`src/rtl/fetch_pkg.sv`:
```
// Shared types for the instruction fetch stage.
// The HALT state exists only when FETCH_MISALIGN_CHECK_EN is defined.
package fetch_pkg;

  localparam logic [31:0] RV_NOP = 32'h00000013;

`ifdef FETCH_MISALIGN_CHECK_EN
  typedef enum logic [2:0] {IDLE, REQ, WAIT, DRAIN, HALT} fetch_state_e;
`else
  typedef enum logic [2:0] {IDLE, REQ, WAIT, DRAIN} fetch_state_e;
`endif

  typedef struct packed {
    logic [31:0] pc;
    logic [31:0] instr;
    logic        misaligned;
  } fetch_entry_t;

  function automatic logic [31:0] word_align(input logic [31:0] addr);
    return {addr[31:2], 2'b00};
  endfunction

endpackage

```
`src/rtl/fetch_fifo.sv`:
```
// Synchronous FIFO of fetch entries; clear empties it and overrides push/pop.
// Storage is reset so the head reads as zero out of reset.
module fetch_fifo
  import fetch_pkg::*;
#(
  parameter int DEPTH = 2,
  localparam int PW = $clog2(DEPTH),
  localparam int CW = $clog2(DEPTH) + 1
) (
  input  logic          clk,
  input  logic          rst,
  input  logic          push,
  input  logic          pop,
  input  logic          clear,
  input  fetch_entry_t  push_data,
  output logic          full,
  output logic          empty,
  output logic [CW-1:0] count,
  output fetch_entry_t  head
);

  fetch_entry_t  r_mem [DEPTH];
  logic [PW-1:0] r_wr_ptr;
  logic [PW-1:0] r_rd_ptr;
  logic [CW-1:0] r_count;
  logic          w_push;
  logic          w_pop;

  assign w_push = push & ~full;
  assign w_pop  = pop & ~empty;

  always_ff @(posedge clk) begin
    if (rst) begin
      for (int i = 0; i < DEPTH; i++) r_mem[i] <= '0;
      r_wr_ptr <= '0;
      r_rd_ptr <= '0;
      r_count  <= '0;
    end else if (clear) begin
      r_wr_ptr <= '0;
      r_rd_ptr <= '0;
      r_count  <= '0;
    end else begin
      if (w_push) begin
        r_mem[r_wr_ptr] <= push_data;
        r_wr_ptr        <= r_wr_ptr + 1'b1;
      end
      if (w_pop) r_rd_ptr <= r_rd_ptr + 1'b1;
      case ({w_push, w_pop})
        2'b10:   r_count <= r_count + 1'b1;
        2'b01:   r_count <= r_count - 1'b1;
        default: r_count <= r_count;
      endcase
    end
  end

  assign count = r_count;
  assign full  = (r_count == CW'(DEPTH));
  assign empty = (r_count == '0);
  assign head  = r_mem[r_rd_ptr];

endmodule

```
`src/rtl/instr_fetch_unit.sv`:
```
// Fetch stage: one outstanding imem request, responses buffered with their PC.
// Optional misaligned-PC trap (NOP entry + HALT) under FETCH_MISALIGN_CHECK_EN.
//
//   state | meaning
//   IDLE  | one cycle after reset
//   REQ   | presenting the PC to imem while there is FIFO room
//   WAIT  | request accepted, waiting for the response
//   DRAIN | flushed while waiting; swallow the orphaned response
//   HALT  | misaligned PC trapped; idle until flush
module instr_fetch_unit
  import fetch_pkg::*;
#(
  parameter int          DEPTH     = 2,
  parameter logic [31:0] NOP_INSTR = RV_NOP
) (
  input  logic        clk,
  input  logic        rst,
  input  logic [31:0] pc_in,
  output logic        pc_stall,
  input  logic        flush,
  output logic        imem_req_valid,
  input  logic        imem_req_ready,
  output logic [31:0] imem_req_addr,
  input  logic        imem_rsp_valid,
  input  logic [31:0] imem_rsp_data,
  output logic        out_valid,
  input  logic        out_ready,
  output logic [31:0] out_pc,
  output logic [31:0] out_instr,
  output logic        out_misaligned
);

  localparam int CW = $clog2(DEPTH) + 1;

  fetch_state_e  r_state;
  fetch_state_e  w_state_nxt;
  logic [31:0]   r_req_pc;
  logic          w_push;
  logic          w_full;
  logic          w_empty;
  logic          w_room;
  logic          w_hs;
  logic [CW-1:0] w_count;
  fetch_entry_t  w_push_data;
  fetch_entry_t  w_head;

  assign w_room        = (w_count < CW'(DEPTH));
  assign w_hs          = imem_req_valid & imem_req_ready;
  assign pc_stall      = ~w_hs;
  assign imem_req_addr = word_align(pc_in);

  always_ff @(posedge clk) begin
    if (rst) begin
      r_state  <= IDLE;
      r_req_pc <= '0;
    end else begin
      r_state <= w_state_nxt;
      if (w_hs) r_req_pc <= pc_in;
    end
  end

  always_comb begin
    w_state_nxt    = r_state;
    imem_req_valid = 1'b0;
    w_push         = 1'b0;
    w_push_data    = '{pc: r_req_pc, instr: imem_rsp_data, misaligned: 1'b0};
    case (r_state)
      IDLE: w_state_nxt = REQ;
      REQ: begin
        if (!flush && w_room) begin
`ifdef FETCH_MISALIGN_CHECK_EN
          if (pc_in[1:0] != 2'b00) begin
            w_push      = 1'b1;
            w_push_data = '{pc: pc_in, instr: NOP_INSTR, misaligned: 1'b1};
            w_state_nxt = HALT;
          end else
`endif
          begin
            imem_req_valid = 1'b1;
            if (imem_req_ready) w_state_nxt = WAIT;
          end
        end
      end
      WAIT: begin
        if (imem_rsp_valid) begin
          w_push      = ~flush;
          w_state_nxt = REQ;
        end else if (flush) begin
          w_state_nxt = DRAIN;
        end
      end
      // The response seen here belongs to the pre-flush request, so it is always dropped.
      DRAIN: begin
        if (imem_rsp_valid) w_state_nxt = REQ;
      end
`ifdef FETCH_MISALIGN_CHECK_EN
      HALT: begin
        if (flush) w_state_nxt = REQ;
      end
`endif
      default: w_state_nxt = IDLE;
    endcase
  end

  fetch_fifo #(.DEPTH(DEPTH)) u_fifo (
    .clk       (clk),
    .rst       (rst),
    .push      (w_push & ~w_full),
    .pop       (out_valid & out_ready),
    .clear     (flush),
    .push_data (w_push_data),
    .full      (w_full),
    .empty     (w_empty),
    .count     (w_count),
    .head      (w_head)
  );

  assign out_valid = ~w_empty;
  assign out_pc    = w_head.pc;
  assign out_instr = w_head.instr;

`ifdef FETCH_MISALIGN_CHECK_EN
  assign out_misaligned = w_head.misaligned;
`else
  assign out_misaligned = 1'b0;
`endif

endmodule
```
`config.mk`:
```
export PLATFORM = sky130hd
export DESIGN_NAME = instr_fetch_unit
export DESIGN_NICKNAME = d
export VERILOG_FILES = /design/src/rtl/fetch_pkg.sv /design/src/rtl/fetch_fifo.sv /design/src/rtl/instr_fetch_unit.sv
export SDC_FILE = /design/constraint.sdc
export NUM_CORES = 1
export LEC_CHECK = 0
export ABC_AREA = 1
export BUFFER_PORTS_ARGS = -buffer_cell sky130_fd_sc_hd__buf_2
export CORE_MARGIN = 2
export CORE_UTILIZATION = 49
export CTS_CLUSTER_DIAMETER = 200
export DETAILED_ROUTE_END_ITERATION = 6
export GPL_TIMING_DRIVEN = 0
export PLACE_DENSITY = 0.76
export SYNTH_ARGS = -nofsm -noshare
export SYNTH_HDL_FRONTEND = slang
export SYNTH_HIERARCHICAL = 1
export SYNTH_SLANG_ARGS = --single-unit
```
`constraint.sdc`:
```
create_clock -name clk -period 3 [get_ports clk]
set_input_delay 0.15 -clock clk [delete_from_list [all_inputs] [get_ports clk]]
set_output_delay 0.15 -clock clk [all_outputs]
set_load 0.005 [all_outputs]
```
==> results.py, run 1 <==
metrics = {
    "status": {
        "outcome": "completed",
    },
    "timing": {
        "rsz0062_at_grt": "false",
        "fin_crit_sh_pct": 82.7,
        "setup_violations": 0,
        "skew_ns": 0.00950,
        "hold_slack_ns": 0.0327,
        "finalHoldViolCount": 0,
        "setup_tns_ns": 0,
        "drv_slew": 0,
        "fmax_mhz": 403,
        "min_period_ns": 2.48,
        "worst_slack_ns": 0.518,
        "worst_pin_slew_ns": 0.898,
        "slew_headroom_pct": 40.1,
    },
    "finish": {
        "multi_input_area_um2": 2020,
        "fillers": 1303,
        "utilization_pct": 62.2,
        "drive_above_1_share_pct": 34.9,
        "n_antenna_cell": 0,
        "regArea_um2": 4620,
        "area_growth_pct": 23.0,
        "finalNetCount": 1031,
    },
    "clock_tree": {
        "cts.repair.resized": 0,
        "htree_levels": 4,
        "clk_pin_slew_worst_paths_ns": 0.06,
        "cts_sinks": 167,
        "worstSkewPairLatency_ns": 0.43,
        "clock_path_buffers": 2,
        "cts-root-buf": "clkbuf_16",
        "postCtsHoldBufs": 2,
        "cts_tree": "built",
        "cts_setup_buffers": 0,
        "cts_made_buffers": 17,
    },
    "floorplan": {
        "die_x_um": 130,
        "pin_count": 170,
        "die_height_um": 130,
        "dieArea_um2": 16800,
        "core-area_um2": 15300,
        "start_util_pct": 50.6,
        "row_count": 45,
    },
    "routing": {
        "totalWireLength_um": 15100,
        "drtAntennaViolNets": 0,
        "viasPerCell": 4.47,
        "drt-pass1-iter-count": 5,
        "drc_errors": 0,
        "first_iter_violations": 219,
        "wire_per_inst_um": 12.8,
        "vias": 5295,
    },
    "critical_path": {
        "startpoint_type": "flip-flop",
        "crit_start": "u_fifo/count[1]",
        "reg2reg_slack_ns": 0.52,
        "crit_path_end": "u_fifo/r_mem[0][15]",
        "r2r_cells": 9,
        "cp_max_fo": 64,
        "cp-end-kind": "flip-flop",
        "r2r-start": "u_fifo/count[1]",
        "arrival_ns": 2.53,
        "slowest_delay_ns": 0.66,
        "critical_path_required_ns": 3.05,
        "r2r-end": "u_fifo/r_mem[0][15]",
        "crit_path_top_delay_cell": "nand2_4",
        "crit_chain": "inv_1 > nor2_2 > nor2_1 > inv_1 > nor2_2 > nand3b_1 > buf_4 > buf_6 > nand2_4",
        "crit_type": "flip-flop to flip-flop",
    },
    "placed_design": {
        "globalplace.congestion": 0.841,
        "hpwl_um": 10300,
        "numPortBuffers": 165,
        "place_ws_ns": 0.502,
    },
    "global_route": {
        "grt_pass1_vias": 5175,
        "grt_pass1_wl_um": 24100,
        "grt_max_degree": 65,
        "grt_usage_pct": 18.9,
        "grt_antenna_before_repair": 0,
        "gr-total-overflow": 0,
    },
    "run": {
        "cap_violations": 0,
    },
    "pwr": {
        "power_density_nw_per_um2": 560,
        "ir_drop_v": 0.000406,
        "leakage_nw": 4.42,
    },
    "hold_path": {
        "hold_path.class": "input port to flip-flop",
    },
    "synth": {
        "yosys_warnings": 6,
        "syn_inst": 772,
        "avgSynthCellArea_um2": 10.0,
        "syn-cell-area_um2": 7750,
    },
}
[state kept, by name, summed over array words and instances (netlist names), named ones only]
register,cells
u_fifo/count,2
r_req_pc,32
u_fifo/r_wr_ptr,1
u_fifo/r_rd_ptr,1
u_fifo/r_mem,128
r_state,2
[worst min-delay path by stage]
stage                 startpoint                  end  slack [ns]  cells after the start
2_1_floorplan                rst           r_state[1]        0.22                      1
3_3_place_gp                 rst           r_state[1]        0.38                      2
3_5_place_dp                 rst           r_state[1]        0.37                      2
4_1_cts        imem_rsp_data[10]  u_fifo/r_mem[1][11]        0.02                      3
5_1_grt         imem_rsp_data[9]  u_fifo/r_mem[0][10]        0.02                      3
6_report        imem_rsp_data[2]   u_fifo/r_mem[1][3]        0.03                      3
[final cells by class]
class | instances | area share [%]
multi-input combinational | 364 | 21.2
tap | 211 | 2.77
inverter | 173 | 6.81
buffer | 70 | 4.98
clock inverter | 14 | 2.30
timing repair buffer | 167 | 8.88
clock buffer | 18 | 4.50
sequential | 167 | 48.5
[metal layers]
metal  part of all wire (%)  GRT usage (%)  routed length (µm)
met4                    2.1           8.67                 310
met5                      0              0                   0
met2                     49           31.9                7430
met1                     44           23.3                6590
met3                    5.2           4.22                 792
[metrics by stage]
step | total power, mW | instance area [µm²] | instances
detailed placement | 3.02 | 8860 | 1150
global placement | 3.01 | 8850 | 1150
floorplan | 2.86 | 7760 | 774
CTS | 5.37 | 9530 | 1184
finish | 5.33 | 9530 | 1184
global route | 5.53 | 9530 | 1184
[cell usage in the layout (no fill, tap or decap), types with 7 or more instances in the layout]
cell type / instances
buf_2: 187
inv_1: 173
nor2_1: 162
edfxtp_1: 128
nand2_1: 73
mux2_2: 64
dfxtp_1: 39
buf_4: 35
nand4_1: 34
clkbuf_16: 17
nor2_2: 12
buf_6: 7
[power by group]
part,switching (mW),total [mW],internal [mW]
combinational,0.207,0.374,0.167
clock,0.879,2.37,1.49
sequential,0.0278,2.59,2.57
[worst max-delay path, delay by kind of cell (launching register included)]
kind / cells / cell delay [ns]
buffers and inverters: 4 / 0.58
flip-flops: 1 / 0.40
AND/OR/NAND/NOR: 5 / 1.10
Note: power is estimated with default switching activity, not from simulation.
==> run 2: changes to the inputs <==
ABC_AREA = 0   (was 1)
CORE_UTILIZATION = 54   (was 49)
PLACE_DENSITY = 0.8   (was 0.76)
clock period = 2.5 ns   (was 3 ns; I/O delays follow)
==> run 2 against run 1 <==
Net effect:
- utilization is 10 points higher
- largest cell class unchanged
- setup slack worse by 0.29 ns
- routed wire length is 13% higher
- clock-buffer cell count is 2 higher
- design area is 4.8% higher
- critical path depth is 2 lower
- combinational power is 25% higher
==> results.py, run 2 <==
metrics = {
    "timing": {
        "fmax_mhz": 441,
        "skew_ns": 0.00707,
        "min_period_ns": 2.27,
        "fin_crit_sh_pct": 90.7,
        "finalHoldViolCount": 0,
        "worst_slack_ns": 0.232,
        "slew_headroom_pct": 56.6,
        "drv_slew": 0,
        "rsz0062_at_grt": "false",
        "worst_pin_slew_ns": 0.651,
        "setup_tns_ns": 0,
        "setup_violations": 0,
    },
    "pwr": {
        "leakage_nw": 4.08,
        "power_density_nw_per_um2": 634,
        "ir_drop_v": 0.000423,
        "finalPower_mw": 6.33,
    },
    "global_route": {
        "grt_pass1_vias": 5117,
        "grt_pass1_wl_um": 25100,
        "gr-total-overflow": 0,
        "grt_antenna_before_repair": 0,
        "grt_max_degree": 33,
        "grt_usage_pct": 22.4,
    },
    "floorplan": {
        "start_util_pct": 55.0,
        "dieArea_um2": 15000,
        "die_x_um": 122,
        "core-area_um2": 13800,
        "pin_count": 170,
        "die_height_um": 122,
        "row_count": 43,
    },
    "finish": {
        "regMostFlops": "u_fifo/r_mem",
        "drive_above_1_share_pct": 40.1,
        "area_growth_pct": 31.9,
        "finalNonFillerCells": 1016,
        "n_antenna_cell": 0,
        "largest_reg_flops": 128,
        "finalNetCount": 894,
        "layout_common_cells": "buf_2, and2_1, edfxtp_1",
        "top_regs": "u_fifo/r_mem: 128 flops, r_req_pc: 32 flops",
        "utilization_pct": 72.5,
        "final_common_cell": "buf_2",
    },
    "critical_path": {
        "r2r-start": "u_fifo/count[0]",
        "crit_path_top_delay_cell": "dfxtp_1",
        "crit_chain": "nor2b_4 > nor3_1 > inv_1 > nor4_4 > buf_6 > or2_4 > buf_12",
        "cp_max_fo": 15,
        "startpoint_type": "flip-flop",
        "crit_type": "flip-flop to flip-flop",
        "arrival_ns": 2.40,
        "crit_start": "u_fifo/count[0]",
        "cp-end-kind": "flip-flop",
        "slowest_delay_ns": 0.47,
        "critical_path_required_ns": 2.64,
    },
    "clock_tree": {
        "cts_sinks": 167,
        "cts_made_buffers": 17,
        "htree_levels": 4,
        "clock_path_buffers": 2,
        "clk_pin_slew_worst_paths_ns": 0.06,
        "cts-root-buf": "clkbuf_16",
        "worstSkewPairLatency_ns": 0.42,
        "cts_tree": "built",
    },
    "placed_design": {
        "numPortBuffers": 165,
        "hpwl_um": 10100,
        "globalplace.congestion": 0.776,
        "place_ws_ns": -0.311,
        "dp.cells": 912,
    },
    "routing": {
        "first_iter_violations": 431,
        "totalWireLength_um": 17100,
        "wire_per_inst_um": 16.8,
        "drtAntennaViolNets": 0,
        "drt-pass1-iter-count": 5,
        "viasPerCell": 5.11,
        "drc_errors": 0,
        "vias": 5193,
    },
    "synth": {
        "syn_inst": 565,
        "yosys_warnings": 6,
        "syn-cell-area_um2": 7570,
        "avgSynthCellArea_um2": 13.4,
    },
    "hold_path": {
        "hold_start": "pc_in[8]",
        "hold_path.class": "input port to flip-flop",
    },
    "run": {
        "cap_violations": 0,
    },
    "status": {
        "outcome": "completed",
    },
}
run 2: changes by cell type in the layout (fill, tap and decap cells not counted), sizes merged, moves of 31 or more:
cell | previous run | this run
and2 | 1 | 129
dlygate4sd3 | 2 | 61
inv | 178 | 4
nand2 | 75 | 0
nand2b | 0 | 35
nand4 | 34 | 0
nand4b | 0 | 32
nor2 | 176 | 5
o21ai | 3 | 34
run 2: path summary, 6_finish.rpt:
kind | to | slack [ns] | cells past startpoint
hold reg to reg | r_req_pc[28] | 0.47 | 2
hold / removal | r_req_pc[8] | 0.02 | 3
setup reg to reg | u_fifo/r_mem[1][61] | 0.23 | 7
setup / recovery | u_fifo/r_mem[1][61] | 0.23 | 7
run 2: power by group:
part / internal (mW) / switching (mW) / leakage, nW
Sequential: 3.07 / 0.0328 / 1.63
Clock: 1.72 / 1.04 / 0.290
Combinational: 0.259 / 0.211 / 2.16
run 2: final cells by class:
type,count,area (µm²)
plain buffers,73,509
clock buffers,20,457
clock inverters,12,175
fillers,953,3790
inverters,4,15.0
multi-input cells,332,2500
flip-flops and latches,167,4620
well taps,180,225
repair buffers,228,1480
run 2: timing repair:
item	in CTS	in global routing
setup buffers	0	2
cloned	2	7
hold endpoints to repair	85	0
hold buffers	61	0
resized for setup	2	4
setup endpoints to repair	128	128
run 2: metal layers:
metal | vias up | share of wire, % | GRT usage (%)
li1 | 2488 | - | -
met1 | 2500 | 40 | 27.1
met2 | 183 | 52 | 39.8
met3 | 22 | 6.0 | 4.32
met4 | 0 | 1.6 | 8.48
met5 | - | 0 | 0
run 2: per-stage QoR:
stage          hold WS [ns]  area [µm²]
2_1_floorplan         0.291        7580
3_3_place_gp          0.389        8630
3_5_place_dp          0.406        8630
4_1_cts             0.00393        9890
5_1_grt              0.0195        9990
6_report             0.0179        9990
run 2: critical path, delay by kind of cell (launching register included):
| kind | cells | cell delay (ns) |
|---|---|---|
| DFF | 1 | 0.47 |
| and+or+nand+nor | 4 | 0.94 |
| buffers and inverters | 3 | 0.56 |
